`config.mk`:
```
export PLATFORM = sky130hd
export DESIGN_NAME = pc_control
export DESIGN_NICKNAME = d
export VERILOG_FILES = /design/src/rtl/pc_control_pkg.sv /design/src/rtl/pc_next_sel.sv /design/src/rtl/pc_control.sv
export SDC_FILE = /design/constraint.sdc
export NUM_CORES = 1
export LEC_CHECK = 0
export ABC_CLOCK_PERIOD_IN_PS = 3900
export BUFFER_PORTS_ARGS = -buffer_cell sky130_fd_sc_hd__buf_2
export CAP_MARGIN = 20
export CORE_UTILIZATION = 55
export CTS_CLUSTER_DIAMETER = 150
export CTS_CLUSTER_SIZE = 12
export DETAILED_ROUTE_END_ITERATION = 10
export PLACE_DENSITY = 0.84
export SLEW_MARGIN = 15
export SYNTH_ARGS = -nofsm -noshare
export SYNTH_HDL_FRONTEND = slang
export SYNTH_HIERARCHICAL = 1
export SYNTH_SLANG_ARGS = --single-unit
```
`constraint.sdc`:
```
create_clock -name clk -period 3.9 [get_ports clk]
set_input_delay 0.39 -clock clk [delete_from_list [all_inputs] [get_ports clk]]
set_output_delay 0.39 -clock clk [all_outputs]
set_load 0.1 [all_outputs]
```
`src/rtl/pc_control_pkg.sv`:
```
// Shared definitions for the PC stage: FSM state encodings and default widths/vectors,
// kept in one place so the fetch and control FSMs agree with pc_control.
package pc_control_pkg;

    typedef enum logic [1:0] {
        BOOT  = 2'd0,
        RUN   = 2'd1,
        FLUSH = 2'd2
    } pc_state_t;

    localparam int          PC_ADDR_W    = 16;
    localparam int          PC_DISP_W    = 8;
    localparam logic [15:0] PC_RESET_VEC = 16'h0000;

    // Wide enough for FLUSH_CYCLES up to 15.
    localparam int          FLUSH_CNT_W  = 4;

endpackage

```
`src/rtl/pc_next_sel.sv`:
```
// Next-PC selection: picks register target, PC-relative target or sequential PC.
// Purely combinational; all sums wrap modulo 2^ADDR_W.
module pc_next_sel
    import pc_control_pkg::*;
#(
    parameter int ADDR_W = PC_ADDR_W,
    parameter int DISP_W = PC_DISP_W
)(
    input  logic [ADDR_W-1:0] pc,
    input  logic [DISP_W-1:0] disp,
    input  logic [ADDR_W-1:0] jtarget,
    input  logic              br_req,
    input  logic              jmp_req,
    input  logic              branch,
    output logic [ADDR_W-1:0] next_pc,
    output logic [ADDR_W-1:0] seq_pc,
    output logic              taken
);

    logic [ADDR_W-1:0] disp_ext;

    assign disp_ext = {{(ADDR_W-DISP_W){disp[DISP_W-1]}}, disp};
    assign seq_pc   = pc + ADDR_W'(1);
    assign taken    = branch & (br_req | jmp_req);

    // Register-target jumps win over PC-relative branches when both are requested.
    always_comb begin
        next_pc = seq_pc;
        if (jmp_req && branch) begin
            next_pc = jtarget;
        end else if (br_req && branch) begin
            next_pc = pc + disp_ext;
        end
    end

endmodule

```
`src/rtl/pc_control.sv`:
```
// Program-counter stage: holds the PC, advances or redirects it, and on every redirect
// raises a one-cycle flush/redirect pulse followed by an invalid-fetch window.
module pc_control
    import pc_control_pkg::*;
#(
    parameter int                ADDR_W       = PC_ADDR_W,
    parameter int                DISP_W       = PC_DISP_W,
    parameter logic [ADDR_W-1:0] RESET_VEC    = ADDR_W'(PC_RESET_VEC),
    parameter int                FLUSH_CYCLES = 1
)(
    input  logic              clk,
    input  logic              reset,
    input  logic              pc_en,
    input  logic              br_req,
    input  logic              jmp_req,
    input  logic              link_req,
    input  logic              branch,
    input  logic [DISP_W-1:0] disp,
    input  logic [ADDR_W-1:0] jtarget,
    output logic [ADDR_W-1:0] pc,
    output logic              pc_valid,
    output logic              flush,
    output logic [ADDR_W-1:0] link_addr,
    output logic              redirect
);

    localparam logic [FLUSH_CNT_W-1:0] FLUSH_INIT = FLUSH_CNT_W'(FLUSH_CYCLES - 1);

    pc_state_t               state;
    pc_state_t               state_nxt;
    logic [FLUSH_CNT_W-1:0]  flush_cnt;
    logic [FLUSH_CNT_W-1:0]  flush_cnt_nxt;
    logic [ADDR_W-1:0]       next_pc;
    logic [ADDR_W-1:0]       seq_pc;
    logic                    taken;
    logic                    advance;
    logic                    redirect_now;

    pc_next_sel #(
        .ADDR_W (ADDR_W),
        .DISP_W (DISP_W)
    ) u_next_sel (
        .pc      (pc),
        .disp    (disp),
        .jtarget (jtarget),
        .br_req  (br_req),
        .jmp_req (jmp_req),
        .branch  (branch),
        .next_pc (next_pc),
        .seq_pc  (seq_pc),
        .taken   (taken)
    );

    assign advance      = (state == RUN) && pc_en;
    assign redirect_now = advance && taken;
    assign pc_valid     = (state == RUN);

    always_ff @(posedge clk or posedge reset) begin
        if (reset) begin
            state     <= BOOT;
            flush_cnt <= '0;
        end else begin
            state     <= state_nxt;
            flush_cnt <= flush_cnt_nxt;
        end
    end

    // FLUSH is left on the cycle the counter is already zero, so it lasts FLUSH_CYCLES cycles.
    always_comb begin
        state_nxt     = state;
        flush_cnt_nxt = flush_cnt;
        case (state)
            BOOT: begin
                state_nxt = RUN;
            end
            RUN: begin
                if (redirect_now) begin
                    state_nxt     = FLUSH;
                    flush_cnt_nxt = FLUSH_INIT;
                end
            end
            FLUSH: begin
                if (flush_cnt == '0) begin
                    state_nxt = RUN;
                end else begin
                    flush_cnt_nxt = flush_cnt - 1'b1;
                end
            end
            default: begin
                state_nxt     = BOOT;
                flush_cnt_nxt = '0;
            end
        endcase
    end

    always_ff @(posedge clk or posedge reset) begin
        if (reset) begin
            pc        <= RESET_VEC;
            link_addr <= '0;
            flush     <= 1'b0;
            redirect  <= 1'b0;
        end else begin
            flush    <= redirect_now;
            redirect <= redirect_now;
            if (advance) begin
                pc <= next_pc;
            end
            // Return address is captured for JAL whether or not the jump is taken.
            if (advance && link_req && jmp_req) begin
                link_addr <= seq_pc;
            end
        end
    end

endmodule

```
==> impl_results.md, run 1 <==
* First-pass GRT wire length at 11,800 um
* Postcts setup bufs at 0
* Initial antenna violation count at 0
* Ports at between 60 and 70
* Area contributors post-synth: dfrtp_1, mux2_2, ha_1
* Final min period at about 2700 ps
* Cell count after synthesis at 311
* Asr flop ratio synth at 100%
* Pin count of the biggest net entering global routing at 40
* Die X at 75.8 um
* Drt drc at 0
* Filler-free cell count of the finished design at 446
* Smallest hold slack at just over 200 ps
* Number of synthesized flops with an enable pin at 0
* Detailed Route WL at 7660 um
* Ratio of cells with drive above 1 in the final layout at 30.3%
* Top FF cell, synth: dfrtp_1
* Reg clk slew, reported paths at 80 ps
* Unrepaired setup endpoints after global routing: no
* Avg WL per Cell at 17.2 um
* H-tree depth at 2
* Outcome: completed
* Number of routed nets with antenna violations at 0
* Global-route usage over all layers at 27.6%
* Final setup margin at ~1200 ps
* CTS tree: built
* # fillers at 420
* Most frequent cell after synthesis: dfrtp_1
* Synth warn at 6
* Required @ worst endpoint at 4080 ps
* Critical Path AT at 2920 ps
* Synth-to-layout area growth at 15.9%
* Worst setup SP type: register
* Gpl congestion at around 0.92
* Final Cycle Share at 70.2%
* Reg-to-reg critical path endpoint: pc[12]
* Final hold vios at 0
* Yosys top cell area share at 32.6%
* HP Class: in -> async
* Yosys top cell by area: dfrtp_1
* TritonCTS buffer count at 5
* DRT Pass-1 Iters at 5
* Register bit total from synthesis at 39
* I/O Buffers at 65
* Syn avg cell area at 9.63 um^2
* Total of max-cap violations at 0
* Grt total ovfl at 0
* FMAX at 365 MHz
* Slew headroom at 50.5%
* R2r setup slk at 1160 ps
* Mapped Area at roughly 3000 um^2
* Starting density of the core at 57.9%
* Crit-path max FO at 11
* Dpl cells at 438
* Setup TNS at 0 ps
* Worst r2r src: pc[0]
* Mapped Nets at 361
* Worst setup EP type: register
* Post-synth top cells: dfrtp_1, nand2_1, nor2_1
* Row count at 26
* Height of the chip at 75.8 um
* Max-slew violation count at 0
* Number of global-route vias before repair at 2,474
* Final setup viols at 0
* Distinct cells, synth at 53
* Cts repair resizes at 0
* Nets at 425
* Share of the yosys chip area belonging to registers at 32.6%
* Vias per cell at roughly 6.2
* Skew-Pair Late Insertion Delay at 290 ps
* Worst Path Class, Setup: reg -> reg
* Via count at 2,748
* Reg2reg path depth at 9
* # clock sinks at 39
* DP Worst Slack at 1210 ps
* Cts hold-fix bufs at 0
* Clock Skew at roughly 3.2 ps
* CTS max path bufs at 2
* Ant diodes at 0
* Initial DRC count at 213
* Core ar. at 5170 um^2
* Hpwl dp at around 5700 um
* Die ar. at around 5700 um^2
* CTS root buf: clkbuf_8
* Worst slew pin tran at 740 ps
cells by family after synthesis:
| kind of cell | share of synthesized area (%) |
|---|---|
| muxes | 15.0 |
| buffers and inverters | 2.93 |
| adders and majority gates | 8.19 |
| xor gates and xnor gates | 6.14 |
| AOI/OAI and AO/OA | 17.1 |
| DFF | 32.6 |
| and+or+nand+nor | 18.1 |
cells in the final DEF (no fill, tap or decap), drive strengths merged, types with 2 or more instances in the layout:
cell,synthesis,routed
o311ai,2,2
clkbuf,5,6
nor4b,2,2
o21bai,2,2
nor4,4,4
a21o,8,8
and2,2,2
xor2,7,7
buf,4,66
mux2,33,33
o21ai,17,17
clkinv,1,2
nor2,27,27
a31oi,5,5
a211oi,3,3
mux2i,4,4
o22ai,5,5
nand2,26,26
inv,6,6
or3,2,2
dfrtp,39,39
nand4,8,8
nor3,6,6
nand3,15,15
a22o,5,5
nor3b,3,3
o221ai,3,3
xnor2,14,14
ha,18,18
a21oi,15,15
nor2b,3,3
and4,2,2
state kept, by name, summed over array words and instances, names as in the netlist:
register	cells
link_addr	16
state	2
pc	16
flush_cnt	4
redirect	1
area by class of cell:
cell class	count	area [um^2]	area share [%]
Inverter	7	26.3	0.757
Clock inverter	2	35.0	1.01
Multi-Input combinational cell	256	1930	55.6
Timing Repair Buffer	66	333	9.59
Sequential cell	39	976	28.1
Clock buffer	6	82.6	2.38
Tap cell	70	87.6	2.52
metrics by stage:
stage          utilization, %  area (um^2)
2_1_floorplan               -         2990
3_3_place_gp             64.8         3350
3_5_place_dp             64.8         3350
4_1_cts                  67.1         3470
5_1_grt                  67.1         3470
6_report                 67.1         3470
worst max path at each step:
| stage | start | endpoint | depth (start not counted) |
|---|---|---|---|
| after floorplan | pc[0] | pc[12] | 9 |
| after global placement | disp[0] | pc[12] | 10 |
| after detailed placement | pc[0] | pc[12] | 9 |
| after CTS | pc[0] | pc[12] | 9 |
| after global routing | pc[0] | pc[12] | 9 |
| final | pc[0] | pc[12] | 9 |
worst max-delay path, stage by stage, from the launching register on:
cell      delay, ps
dfrtp_1         500
ha_1            260
fa_1            400
a211oi_1        310
o21ai_0         240
o2111a_1        320
nand3_1         100
mux2i_1         180
nor2_1           50
mux2_2          250
layer usage:
layer	GRT usage [%]	vias up	routed length, um
met1	35.0	1288	3130
met3	5.03	22	673
li1	-	1300	-
met4	10.5	0	165
met5	0	-	0
met2	46.6	138	3680
Power of run 1 is left out: the tool's default activity adds up to more than one toggle a clock period on the data nets, which glitch-free logic cannot reach.
==> inputs of run 2 (changes only) <==
--- a/config.mk
+++ b/config.mk
@@ -5,7 +5,7 @@
 export SDC_FILE = /design/constraint.sdc
 export NUM_CORES = 1
 export LEC_CHECK = 0
-export ABC_CLOCK_PERIOD_IN_PS = 3900
+export ABC_CLOCK_PERIOD_IN_PS = 2600
 export BUFFER_PORTS_ARGS = -buffer_cell sky130_fd_sc_hd__buf_2
 export CAP_MARGIN = 20
 export CORE_UTILIZATION = 55
==> constraint.sdc (replaced) <==
create_clock -name clk -period 2.6 [get_ports clk]
set_input_delay 0.26 -clock clk [delete_from_list [all_inputs] [get_ports clk]]
set_output_delay 0.26 -clock clk [all_outputs]
set_load 0.1 [all_outputs]
==> run 2 against run 1 <==
  * Clock skew rose by 7.6 ps
  * Worst setup slack got worse by 1000 ps
  * Wire length fell by 0.30%
  * First-iteration DRC count fell by 7.5%
  * Global-route usage rose by 0.23 points
  * Worst hold slack got worse by 120 ps
  * Flip-flop and latch count did not move
  * Count of clock-buffer cells in the layout did not move
  * Critical path depth did not move
  * Cell count rose by 1.3%
  * Cell area rose by 2.5%
  * Non-clock buffer count rose by 6
  * Largest cell class unchanged
==> impl_results.md, run 2 (synthesis results as in run 1) <==
* Outcome: completed
* Most frequent cells in the layout: buf_2, dfrtp_1, nor2_1, nand2_1, mux2_2
* Reg2reg path depth at 9
* Detailed Route WL at about 7600 um
* CTS max path bufs at 2
* Total of max-cap violations at 0
* H-tree depth at 2
* Clock Skew at 10.8 ps
* Dpl cells at 444
* Die ar. at 5740 um^2
* Filler-free cell count of the finished design at approximately 450
* Max-slew violation count at 0
* Final hold vios at 0
* Ant diodes at 0
* Reg-to-reg critical path endpoint: pc[12]
* Slew headroom at 66.3%
* Die X at around 76 um
* Initial antenna violation count at 0
* Crit-path max FO at 4
* Final Cycle Share at between 90% and 100%
* Ports at between 60 and 70
* DRT Pass-1 Iters at 5
* Final setup viols at 0
* Pin count of the biggest net entering global routing at 40
* Required @ worst endpoint at 2790 ps
* Final min period at 2490 ps
* CTS tree: built
* I/O Buffers at 65
* Skew-Pair Late Insertion Delay at roughly 300 ps
* R2r setup slk at ~110 ps
* TritonCTS buffer count at 5
* Global-route usage over all layers at 27.8%
* Synth-to-layout area growth at 18.8%
* Worst Path Class, Setup: reg -> reg
* Gpl congestion at 0.963
* Drt drc at 0
* Row count at 26
* Number of global-route vias before repair at ~2,500
* Worst r2r src: pc[0]
* Vias per cell at roughly 6
* HP Class: in -> async
* Reg clk slew, reported paths at ~80 ps
* First-pass GRT wire length at 11,600 um
* Nets at between 400 and 500
* Postcts setup bufs at 0
* Number of routed nets with antenna violations at 0
* Worst setup EP type: register
* Hpwl dp at 5740 um
* Commonest non-fill, non-tap cell in the layout: buf_2
* FMAX at 402 MHz
* Worst slew pin tran at 506 ps
* Top flop regs: link_addr (16), pc (16), flush_cnt (4)
* # clock sinks at 39
* Via count at 2,722
* Initial DRC count at 197
* Grt total ovfl at 0
* Final setup margin at between 100 and 150 ps
* Worst setup SP type: register
* Core ar. at 5170 um^2
* DP Worst Slack at 59.0 ps
* Critical Path AT at 2680 ps
* Starting density of the core at 57.9%
* Height of the chip at 75.8 um
* Avg WL per Cell at 16.9 um
* CTS root buf: clkbuf_8
* Ratio of cells with drive above 1 in the final layout at 34.6%
[run 2: worst max path at each step]
stage          start  endpoint  slack, ps  cells past startpoint
2_1_floorplan  pc[0]    pc[12]        -20                      9
3_3_place_gp   pc[0]    pc[12]         90                      9
3_5_place_dp   pc[0]    pc[12]         60                      9
4_1_cts        pc[0]    pc[12]         40                      9
5_1_grt        pc[0]    pc[12]        -30                      9
6_report       pc[0]    pc[12]        110                      9
[run 2: metrics by stage]
step	setup TNS [ps]	area (um^2)	utilization [%]	hold WS [ps]
2_1_floorplan	-17.9	3010	-	417
3_3_place_gp	0	3420	66.0	404
3_5_place_dp	0	3420	66.0	414
6_report	0	3560	68.8	83.2
5_1_grt	-26.8	3560	68.8	151
4_1_cts	0	3550	68.6	102
[run 2: repair_timing]
item,in CTS,in global routing
resized for setup,0,2
hold buffers,0,0
setup endpoints to repair,0,2
[run 2: cell type report]
| cell class | count | area (um^2) |
|---|---|---|
| Clock buffer | 6 | 72.6 |
| Multi-Input combinational cell | 256 | 1940 |
| Fill cell | 409 | 1620 |
| Clock inverter | 2 | 60.1 |
| Sequential cell | 39 | 991 |
| Timing Repair Buffer | 72 | 378 |
| Tap cell | 70 | 87.6 |
| Inverter | 7 | 26.3 |
[run 2: critical path, cell delays in order, from the launching register on]
cell and delay, ps:
dfrtp_4 480, ha_2 190, fa_1 410, a211oi_2 270
o21ai_2 140, o2111a_1 280, nand3_1 100, mux2i_1 190
nor2_1 50, mux2_2 250
[run 2: layer usage]
layer  vias to the layer above  part of all wire, %  global-route usage (%)
li1                       1306                    -                       -
met1                      1289                   43                    35.0
met2                       115                   49                    47.9
met3                        12                  6.6                    4.76
met4                         0                  2.0                    10.1
met5                         -                    0                       0
Power of run 2 is left out for the same reason.
==> inputs of run 3 (changes only) <==
==> constraint.sdc (replaced) <==
create_clock -name clk -period 2.6 [get_ports clk]
set_input_delay 0.13 -clock clk [delete_from_list [all_inputs] [get_ports clk]]
set_output_delay 0.13 -clock clk [all_outputs]
set_load 0.1 [all_outputs]
==> run 3 against run 2 <==
  * Worst hold slack better by 72 ps
  * Critical path depth is 1 lower
  * Register-to-register slack worse by 90 ps
  * Fmax is 3.5% lower
  * Cell count is 0.22% higher
  * Flip-flop and latch count stayed put
==> impl_results.md, run 3 (synthesis results as in run 1) <==
* Worst setup EP type: register
* Smallest hold slack at 155 ps
* Postcts setup bufs at 0
* Commonest non-fill, non-tap cell in the layout: buf_2
* DRT Pass-1 Iters at 5
* Die X at 75.8 um
* First-pass GRT wire length at 12,500 um
* Final instance area at 3570 um^2
* Outcome: completed
* Most frequent cells in the layout: buf_2, dfrtp_1, nor2_1, nand2_1, mux2_2
* Placed Area at 3420 um^2
* Setup TNS at 0 ps
* Worst Path Class, Setup: reg -> reg
* Hpwl dp at between 6000 and 7000 um
* CTS max path bufs at 2
* Global-route usage over all layers at 29.7%
* Initial DRC count at a little over 200
* Detailed Route WL at ~8000 um
* Skew-Pair Late Insertion Delay at 300 ps
* Worst slew pin tran at 789 ps
* # fillers at approximately 440
* Avg WL per Cell at 17.7 um
* Number of global-route vias before repair at 2,643
* FMAX at 388 MHz
* CTS root buf: clkbuf_8
* Nets at 432
* Ratio of cells with drive above 1 in the final layout at between 30% and 40%
* CTS tree: built
* Ant diodes at 0
* Critical Path AT at roughly 2800 ps
* FF+latch area at 991 um^2
* Crit-path max FO at 8
* Number of routed nets with antenna violations at 0
* Final hold vios at 0
* H-tree depth at 2
* Vias per cell at 6.18
* Row count at 26
* Reg clk slew, reported paths at 80 ps
* Unrepaired setup endpoints after global routing: no
* Footprint of the multi-input gates at 1940 um^2
* Max-slew violation count at 0
* Core ar. at between 5000 and 6000 um^2
* Slew headroom at a little under half
* Gpl congestion at roughly 0.98
* Worst setup SP type: register
* Hold wc startpoint: pc_en
* Final Cycle Share at 99.0%
* Starting density of the core at 57.9%
* I/O Buffers at 65
* Grt total ovfl at 0
* Critical Path Source: pc[3]
* Final min period at 2570 ps
* # clock sinks at 39
* Worst r2r src: pc[3]
* Total of max-cap violations at 0
* Height of the chip at 75.8 um
* Ports at 66
* TritonCTS buffer count at 5
* Initial antenna violation count at 0
* Drt drc at 0
* Die ar. at 5740 um^2
* Top flop regs: link_addr (16), pc (16), flush_cnt (4)
* Synth-to-layout area growth at 19.2%
* HP Class: in -> reg
* Required @ worst endpoint at 2790 ps
* Clock Skew at about 12 ps
* Final setup viols at 0
* Via count at 2,801
* Pin count of the biggest net entering global routing at 21
-- run 3: cell count changes in the layout (fill, tap and decap cells not counted), sizes merged --
cell / delta
dlygate4sd3: +1
-- run 3: timing repair --
item,4_1_cts,5_1_grt
gates resized for setup,1,2
hold endpoints to repair,39,0
pin swaps,0,1
endpoints found under the setup margin,2,3
hold buffers,1,0
-- run 3: final timing paths --
kind                                 to  slack [ps]  cells after the start
min                            redirect         160                      3
min reg2reg                link_addr[3]         510                      1
max in group asynchronous         pc[0]        1920                      4
max reg2reg                      pc[13]          30                      8
min in group asynchronous  flush_cnt[0]         410                      4
max                              pc[13]          30                      8
-- run 3: area by class of cell --
cell class | count | share of cell area [%]
clock buffer | 6 | 2.03
clock inverter | 2 | 1.68
inverter | 7 | 0.736
multi-input combinational | 256 | 54.5
sequential | 39 | 27.8
tap | 70 | 2.45
timing repair buffer | 73 | 10.9
-- run 3: per-stage QoR --
step / cells / setup slack (ps) / util (%)
final: 453 / 25.9 / 69.0
after global routing: 453 / 6.52 / 69.0
after CTS: 453 / 55.1 / 68.9
after detailed placement: 444 / 30.0 / 66.0
after global placement: 444 / 89.3 / 66.0
after floorplan: 311 / -17.9 / -
-- run 3: routing by layer --
metal	global-route usage, %	up-vias	share of wire (%)
met5	0	-	0
met1	35.9	1326	42
met4	13.6	0	2.8
met2	51.7	154	49
li1	-	1299	-
met3	4.63	22	6.7
-- run 3: critical path, cell delays in order, from the launching register on --
cell and delay [ps]:
dfrtp_2 460, ha_1 370, a21oi_2 160, nor2b_1 60, a311o_1 410, a211oi_1 440
mux2i_1 270, nor2_1 50, mux2_2 250
Power of run 3 is left out for the same reason.
